File: config.mk
export PLATFORM = sky130hd
export DESIGN_NAME = ps2_rx_decoder
export DESIGN_NICKNAME = d
export VERILOG_FILES = /design/src/rtl/ps2_rx_decoder.sv
export SDC_FILE = /design/constraint.sdc
export NUM_CORES = 1
export LEC_CHECK = 0
export CAP_MARGIN = 20
export CORE_MARGIN = 2
export CORE_UTILIZATION = 49
export DETAILED_ROUTE_END_ITERATION = 12
export PLACE_DENSITY = 0.71
export SYNTH_ARGS = -nofsm -noshare
export SYNTH_HDL_FRONTEND = slang
export SYNTH_SLANG_ARGS = --single-unit
File: constraint.sdc
create_clock -name clk -period 2.8 [get_ports clk]
set_clock_uncertainty 0.1 [all_clocks]
set_input_delay 0.42 -clock clk [delete_from_list [all_inputs] [get_ports clk]]
set_output_delay 0.42 -clock clk [all_outputs]
set_load 0.01 [all_outputs]
File: src/rtl/ps2_rx_decoder.sv
// -----------------------------------------------------------------------------
// ps2_rx_decoder
// Receives PS/2 keyboard frames (start, 8 data LSB first, odd parity, stop)
// from raw pad signals and turns the scan-code byte stream into key events.
// E0 marks an extended key, F0 marks a release, and acknowledge/self-test
// bytes (FA, AA, EE, FE) are dropped.
//
// Parameters:
//   TIMEOUT_CYCLES : idle cycles after which a partial frame is aborted
//   FILTER_LEN     : consecutive equal samples before the filtered clock moves
//
// Ports:
//   clk         in   system clock, rising edge
//   reset       in   synchronous active-high reset
//   ps2_clk_in  in   raw PS/2 clock (asynchronous)
//   ps2_dat_in  in   raw PS/2 data  (asynchronous)
//   key_code    out  last decoded scan code, held until the next key event
//   key_ext     out  last code was preceded by E0
//   make_pulse  out  one-cycle strobe on a key press
//   break_pulse out  one-cycle strobe on a key release
//   err_pulse   out  one-cycle strobe on parity, stop-bit or timeout error
//
// Optional feature macro: PS2_TYPEMATIC_FILTER_EN
//   When defined, repeated makes of the same {ext, code} with no release in
//   between (keyboard auto-repeat) are swallowed.
// -----------------------------------------------------------------------------
module ps2_rx_decoder #(
    parameter int TIMEOUT_CYCLES = 50000,
    parameter int FILTER_LEN     = 8
) (
    input  logic       clk,
    input  logic       reset,
    input  logic       ps2_clk_in,
    input  logic       ps2_dat_in,
    output logic [7:0] key_code,
    output logic       key_ext,
    output logic       make_pulse,
    output logic       break_pulse,
    output logic       err_pulse
);

    localparam int FW = $clog2(FILTER_LEN + 1);
    localparam int TW = $clog2(TIMEOUT_CYCLES + 1);
    localparam logic [FW-1:0] FILT_LAST = FW'(FILTER_LEN - 1);
    localparam logic [TW-1:0] TO_LAST   = TW'(TIMEOUT_CYCLES - 1);

    typedef enum logic [1:0] {
        IDLE   = 2'd0,
        DATA   = 2'd1,
        PARITY = 2'd2,
        STOP   = 2'd3
    } state_t;

    // Odd parity holds when data plus parity bit contain an odd number of ones.
    function automatic logic odd_parity_ok(input logic [7:0] data, input logic par);
        return ^{data, par};
    endfunction

    logic          clk_meta_r, clk_sync_r;
    logic          dat_meta_r, dat_sync_r;
    logic          filt_clk_r;
    logic [FW-1:0] filt_cnt_r;
    logic          bit_edge_s;
    state_t        state_r;
    logic [2:0]    bit_cnt_r;
    logic [7:0]    shift_r;
    logic          par_ok_r;
    logic [TW-1:0] to_cnt_r;
    logic          ext_r;
    logic          brk_r;
`ifdef PS2_TYPEMATIC_FILTER_EN
    logic [8:0]    last_r;
    logic          last_vld_r;
    logic          rpt_match_s;

    assign rpt_match_s = last_vld_r && (last_r == {ext_r, shift_r});
`endif

    // Two-flop synchronizers; idle PS/2 lines are high, so reset to 1.
    always_ff @(posedge clk) begin
        if (reset) begin
            clk_meta_r <= 1'b1;
            clk_sync_r <= 1'b1;
            dat_meta_r <= 1'b1;
            dat_sync_r <= 1'b1;
        end else begin
            clk_meta_r <= ps2_clk_in;
            clk_sync_r <= clk_meta_r;
            dat_meta_r <= ps2_dat_in;
            dat_sync_r <= dat_meta_r;
        end
    end

    // Glitch filter: the filtered clock follows only after FILTER_LEN
    // consecutive samples disagree with it; any agreeing sample restarts the run.
    always_ff @(posedge clk) begin
        if (reset) begin
            filt_clk_r <= 1'b1;
            filt_cnt_r <= '0;
        end else if (clk_sync_r == filt_clk_r) begin
            filt_cnt_r <= '0;
        end else if (filt_cnt_r == FILT_LAST) begin
            filt_clk_r <= clk_sync_r;
            filt_cnt_r <= '0;
        end else begin
            filt_cnt_r <= filt_cnt_r + {{(FW-1){1'b0}}, 1'b1};
        end
    end

    // Bit edge is the single cycle in which the filtered clock falls; the
    // data synchronizer has the same latency, so dat_sync_r is aligned with it.
    assign bit_edge_s = filt_clk_r & ~clk_sync_r & (filt_cnt_r == FILT_LAST);

    // Frame FSM, timeout supervision, prefix tracking and registered outputs.
    always_ff @(posedge clk) begin
        if (reset) begin
            state_r     <= IDLE;
            bit_cnt_r   <= 3'd0;
            shift_r     <= 8'h00;
            par_ok_r    <= 1'b0;
            to_cnt_r    <= '0;
            ext_r       <= 1'b0;
            brk_r       <= 1'b0;
            key_code    <= 8'h00;
            key_ext     <= 1'b0;
            make_pulse  <= 1'b0;
            break_pulse <= 1'b0;
            err_pulse   <= 1'b0;
`ifdef PS2_TYPEMATIC_FILTER_EN
            last_r      <= 9'h000;
            last_vld_r  <= 1'b0;
`endif
        end else begin
            make_pulse  <= 1'b0;
            break_pulse <= 1'b0;
            err_pulse   <= 1'b0;
            if (bit_edge_s) begin
                // A bit edge always wins over a coincident timeout.
                to_cnt_r <= '0;
                case (state_r)
                    IDLE: begin
                        if (!dat_sync_r) begin
                            state_r   <= DATA;
                            bit_cnt_r <= 3'd0;
                        end else begin
                            state_r <= IDLE;
                        end
                    end
                    DATA: begin
                        shift_r   <= {dat_sync_r, shift_r[7:1]};
                        bit_cnt_r <= bit_cnt_r + 3'd1;
                        if (bit_cnt_r == 3'd7) begin
                            state_r <= PARITY;
                        end else begin
                            state_r <= DATA;
                        end
                    end
                    PARITY: begin
                        par_ok_r <= odd_parity_ok(shift_r, dat_sync_r);
                        state_r  <= STOP;
                    end
                    STOP: begin
                        state_r <= IDLE;
                        if (dat_sync_r && par_ok_r) begin
                            case (shift_r)
                                8'hE0: ext_r <= 1'b1;
                                8'hF0: brk_r <= 1'b1;
                                8'hFA, 8'hAA, 8'hEE, 8'hFE: begin
                                end
                                default: begin
                                    ext_r <= 1'b0;
                                    brk_r <= 1'b0;
                                    if (brk_r) begin
                                        key_code    <= shift_r;
                                        key_ext     <= ext_r;
                                        break_pulse <= 1'b1;
`ifdef PS2_TYPEMATIC_FILTER_EN
                                        if (rpt_match_s) begin
                                            last_vld_r <= 1'b0;
                                        end else begin
                                            last_vld_r <= last_vld_r;
                                        end
`endif
                                    end else begin
`ifdef PS2_TYPEMATIC_FILTER_EN
                                        // Auto-repeat of the held key: swallow it.
                                        if (!rpt_match_s) begin
                                            key_code   <= shift_r;
                                            key_ext    <= ext_r;
                                            make_pulse <= 1'b1;
                                            last_r     <= {ext_r, shift_r};
                                            last_vld_r <= 1'b1;
                                        end else begin
                                            last_vld_r <= 1'b1;
                                        end
`else
                                        key_code   <= shift_r;
                                        key_ext    <= ext_r;
                                        make_pulse <= 1'b1;
`endif
                                    end
                                end
                            endcase
                        end else begin
                            err_pulse <= 1'b1;
                            ext_r     <= 1'b0;
                            brk_r     <= 1'b0;
                        end
                    end
                    default: state_r <= IDLE;
                endcase
            end else if (state_r != IDLE) begin
                if (to_cnt_r == TO_LAST) begin
                    to_cnt_r  <= '0;
                    state_r   <= IDLE;
                    err_pulse <= 1'b1;
                end else begin
                    to_cnt_r <= to_cnt_r + {{(TW-1){1'b0}}, 1'b1};
                end
            end else begin
                to_cnt_r <= '0;
            end
        end
    end

endmodule

* Word level (Yosys, flattened, before mapping)
Cells that the tools add are included.
** Storage, ports and cells
- Bits in registers :: 53
- Logic and storage cells :: 86
** Cells by class
- Reduce and logical (&&, ||, !) cells :: 21
- Multiplexer cells :: 19
- Bitwise logic cells :: 9
- Equal/unequal tests :: 16
- Add/subtract/negate cells :: 3
** Operators by type and width (count)
- $eq A8 B8 Y1 const B :: 6
- $add A16 B1 Y16 const B :: 1
- $eq A16 B16 Y1 const B :: 1
- $mux W1 :: 10
- $reduce_or A10 Y1 :: 1
- $reduce_or A5 Y1 :: 2
- $reduce_and A3 Y1 :: 3
- $reduce_xor A9 Y1 :: 1
- $mux W2 :: 4
- $pmux W2 S4 :: 1
- $reduce_and A2 Y1 :: 4
- $reduce_bool A2 Y1 :: 4
- $not A1 Y1 :: 7
- $ne A2 B2 Y1 const B :: 3
- $pmux W3 S2 :: 1
- $reduce_or A6 Y1 :: 1
- $add A4 B1 Y4 const B :: 1
- $eq A2 B2 Y1 const B :: 2
- $eq A4 B3 Y1 const B :: 1
- $pmux W1 S2 :: 2
- $reduce_and A4 Y1 :: 1
- $reduce_or A4 Y1 :: 1
- $add A3 B1 Y3 const B :: 1
- $eq A3 B3 Y1 const B :: 1
- 7 further kinds :: 8

* Logic depth before layout (Yosys ltp)
- Depth after elaboration :: 5
- Mapped depth :: 9

* Worst setup path before layout
OpenSTA, ideal clock, no wires.
- Kind :: reg-to-reg
- Start point :: reg to_cnt_r[0]
- End point :: reg to_cnt_r[8]
- Data arrival time :: 1799 ps
- Setup slack :: 839 ps
- Buffers on the path :: 2
- Stages on the path, launching flop included :: 8
- Period minus slack after synthesis :: 1961 ps
- Cell sequence :: dfxtp_1 -> ha_1 -> and3_1 -> and4_1 -> or4_1 -> buf_2 -> buf_12 -> nor2_4
** Between the ends
- Cells in the longest elaborated chain, start to end :: 2
- Elaborated cells between the ends (all ways) :: 3
- Classes of those cells :: 1 x add/sub; 1 x eq/ne; 1 x reduce/logical
** RTL lines
- start, declared :: RTL line 68 : logic [TW-1:0] to_cnt_r;
- start signal, assigned :: RTL line 218 : to_cnt_r <= to_cnt_r + {{(TW-1){1'b0}}, 1'b1};
- parallel branches: the longest is 2 deep, another holds $add A16 B1 Y16
Several ways; the timed one is not identified.
A chain may end at the register's enable or synchronous reset.

* Worst setup path in the final report
- Start point :: reg filt_cnt_r[0]
- End point :: reg bit_cnt_r[0]
** Between the ends
- Cells in the longest elaborated chain, start to end :: 3
** RTL lines
- start, declared :: RTL line 62 : logic [FW-1:0] filt_cnt_r;
- start signal, assigned :: RTL line 106 : filt_cnt_r <= filt_cnt_r + {{(FW-1){1'b0}}, 1'b1};
- $eq A4 B3 Y1 :: RTL line 112 : assign bit_edge_s = filt_clk_r & ~clk_sync_r & (filt_cnt_r == FILT_LAST);
- $and A1 B1 Y1 :: RTL line 112
- $reduce_and A3 Y1 (no source line)
- end signal, assigned :: RTL line 151 : bit_cnt_r <= bit_cnt_r + 3'd1;
- end, declared :: RTL line 65 : logic [2:0] bit_cnt_r;
No other way between the ends.

==> impl_metrics.toml <==
[status]
status = "finished clean"

[detailed_routing]
drt_pass1_iterations = 4
postRouteWirelength_um = 3880
wl_per_cell_um = 11.6
viasPerCell = 5.29
drt_iter0_drc = 128
drc = 0
vias = 1771
antenna_left = 0

[flow_run]
maxCapViolations = 0

[clock_network]
postCtsHoldBufs = 0
cts_made_buffers = 5
cts_sinks = 53
clk_pin_slew_worst_paths_ns = 0.08
cts_tree = "yes"
cts_buffer_depth = 2
postCtsSetupRepairBufs = 0
cts_resized = 0
clock_latency_ns = 0.30
h-tree-depth = 2
cts_root_buf = "clkbuf_8"

[placement]
portBuffers = 15
place_congestion = 0.760
dp_hpwl_um = 2640

[synthesis]
syn_inst = 258
synth_edf_count = 0
ys_top_cells_by_area = "dfxtp_1 44%, xnor2_1 5.1%, nor2_1 4.4%"
synthesis.area_um2 = 2410
avgSynthCellArea_um2 = 9.35
synth_area_leader_cell = "dfxtp_1"
synth_top_area_share = 0.440
synth_fp_nets = 267
synth_seq_cells = 53
ys_warn_count = 0
ys_types = 46
ys_seq_area_frac = 0.440
async_flop_share = 0
ys.flop_type = "dfxtp_1"

[layout]
nNetsFinal = 276
fin_util = 0.559
drive_above_1_share = 0.101
area_growth_pct = 9.55
multi_input_area_um2 = 1220
regArea_um2 = 1060
final.fill_count = 425
antenna_cells = 0

[sta]
hold_viol_final = 0
rsz0062_at_grt = "no"
worstMarginPinSlew_ns = 0.756
finalCritPeriodShare = 0.782
max_freq_mhz = 457
max-slew-margin-rel = 0.496
setup_tns_ns = 0
setup_viol = 0
drv_slew = 0
min_period_ns = 2.19

[critical_path]
reg2reg_from = "filt_cnt_r[0]$_SDFF_PP0_"
r2r_slack_ns = 0.61
start_kind = "register"
critical_path_class = "register to register"
required_ns = 2.91
worstReg2RegEnd = "bit_cnt_r[0]$_SDFFE_PP0P_"
endpoint_kind = "register"
rr_worst_depth = 7
cp_max_fo = 11
cp_data_arrival_time_ns = 2.29

[global_route]
grt_max_degree = 35
antenna_found_initial = 0
grt_pass1_wl_um = 6910
grt_util_all_layers = 0.160
grt-ovfl-total = 0
grt_pass1_vias = 1581

[hold_path]
worstHoldPathCells = 1
hold_end = "dat_sync_r$_SDFF_PP1_"
hp-start = "dat_meta_r$_SDFF_PP1_"
hp-class = "register to register"

[power_and_ir_drop]
cellLeakagePower_nw = 0.950
powerDensity_nw_per_um2 = 450
peakVddDrop_mv = 0.228

[floorplanning]
io_pins = 16
die_y_um = 74.1
die-area_um2 = 5500
dieWidth_um = 74.1
initial_core_util = 0.510
core_um2 = 4720
num_rows = 25
==> state kept, by name, summed over array words and instances, names as in the netlist, 2 cells and up <==
name,count
bit_cnt_r,3
filt_cnt_r,4
key_code,8
shift_r,8
state_r,2
to_cnt_r,16
==> cell usage in the layout (no fill, tap or decap), types with 2 or more instances in the layout <==
cell type / n
clkinv_2: 2
or2_2: 5
nor3_1: 7
a22oi_1: 2
ha_1: 5
or3_1: 5
xor2_1: 6
a2bb2oi_1: 2
nor2_2: 2
dfxtp_1: 53
xnor2_1: 14
clkbuf_8: 5
o21a_1: 2
nor2_1: 28
a211o_1: 2
inv_1: 6
a21oi_1: 14
nor2_4: 8
mux2i_1: 10
o21ai_0: 12
nor2b_1: 3
o31a_1: 2
nand4_1: 3
clkdlybuf4s50_1: 15
and3_1: 4
buf_4: 3
nor4bb_1: 2
nand2_1: 21
nand3_1: 7
==> worst max-delay path, stage by stage, from the launching register on <==
cell and delay, ns:
dfxtp_1 0.36, ha_1 0.20, and4b_1 0.35, nand2_1 0.26, nor2_1 0.30, buf_4 0.22, nor2_1 0.05, a311oi_1 0.25
==> power breakdown <==
group / switching, mW / internal [mW]
clock: 0.237 / 0.174
combinational: 0.0112 / 0.00832
sequential: 0.00154 / 0.756
==> per-layer routing <==
layer	GRT usage	routed length, um
met5	0	0
met4	0.0606	43
met3	0.0447	148
met2	0.262	1780
met1	0.202	1910
==> how the worst max path moves through the flow <==
stage	start	end	slack (ns)	depth (start not counted)
final	filt_cnt_r[0]$_SDFF_PP0_	bit_cnt_r[0]$_SDFFE_PP0P_	0.61	7
after global routing	filt_cnt_r[0]$_SDFF_PP0_	key_code[5]$_SDFFE_PP0P_	0.45	6
after CTS	filt_cnt_r[0]$_SDFF_PP0_	key_code[5]$_SDFFE_PP0P_	0.63	6
after detailed placement	filt_cnt_r[0]$_SDFF_PP0_	key_code[5]$_SDFFE_PP0P_	0.63	6
after global placement	filt_cnt_r[0]$_SDFF_PP0_	bit_cnt_r[0]$_SDFFE_PP0P_	0.67	7
after floorplan	to_cnt_r[0]$_SDFF_PP0_	to_cnt_r[8]$_SDFF_PP0_	0.84	7
==> metrics by stage <==
stage	hold WS (ns)	cell area, um2	instances	setup WS, ns	total power [mW]
after floorplan	0.289	2410	258	0.839	0.787
after global placement	0.292	2560	327	0.673	0.795
after detailed placement	0.294	2560	327	0.627	0.795
after CTS	0.316	2640	335	0.627	1.21
after global routing	0.335	2640	335	0.448	1.24
final	0.315	2640	335	0.611	1.19
==> synthesized netlist by cell type (2+ instances only) <==
master,n
dfxtp_1,53
nor2_1,28
nand2_1,21
a21oi_1,14
xnor2_1,14
o21ai_0,12
mux2i_1,10
nor2_4,8
buf_2,7
nand3_1,7
nor3_1,7
clkbuf_1,6
inv_1,6
xor2_1,6
ha_1,5
or2_2,5
or3_1,5
and3_1,4
nand4_1,3
nor2b_1,3
a211o_1,2
a22oi_1,2
a2bb2oi_1,2
buf_12,2
nor2_2,2
nor4bb_1,2
o21a_1,2
o31a_1,2
==> cell type report <==
type | instances | share of cell area
clock buffers | 6 | 0.0275
well taps | 67 | 0.0317
flip-flops and latches | 53 | 0.402
inverters | 6 | 0.00853
repair buffers | 18 | 0.0654
clock inverters | 2 | 0.00379
multi-input cells | 183 | 0.461
==> cells by family after synthesis <==
kind of cell               count (synthesis)  synth area share
adders and majority gates                  5            0.0259
buffers and inverters                     22            0.0545
DFF                                       53             0.440
and+or+nand+nor                          105             0.244
xor gates and xnor gates                  21            0.0820
AOI/OAI and AO/OA                         42             0.112
muxes                                     10            0.0415
Power figures use the tool's default switching activity.
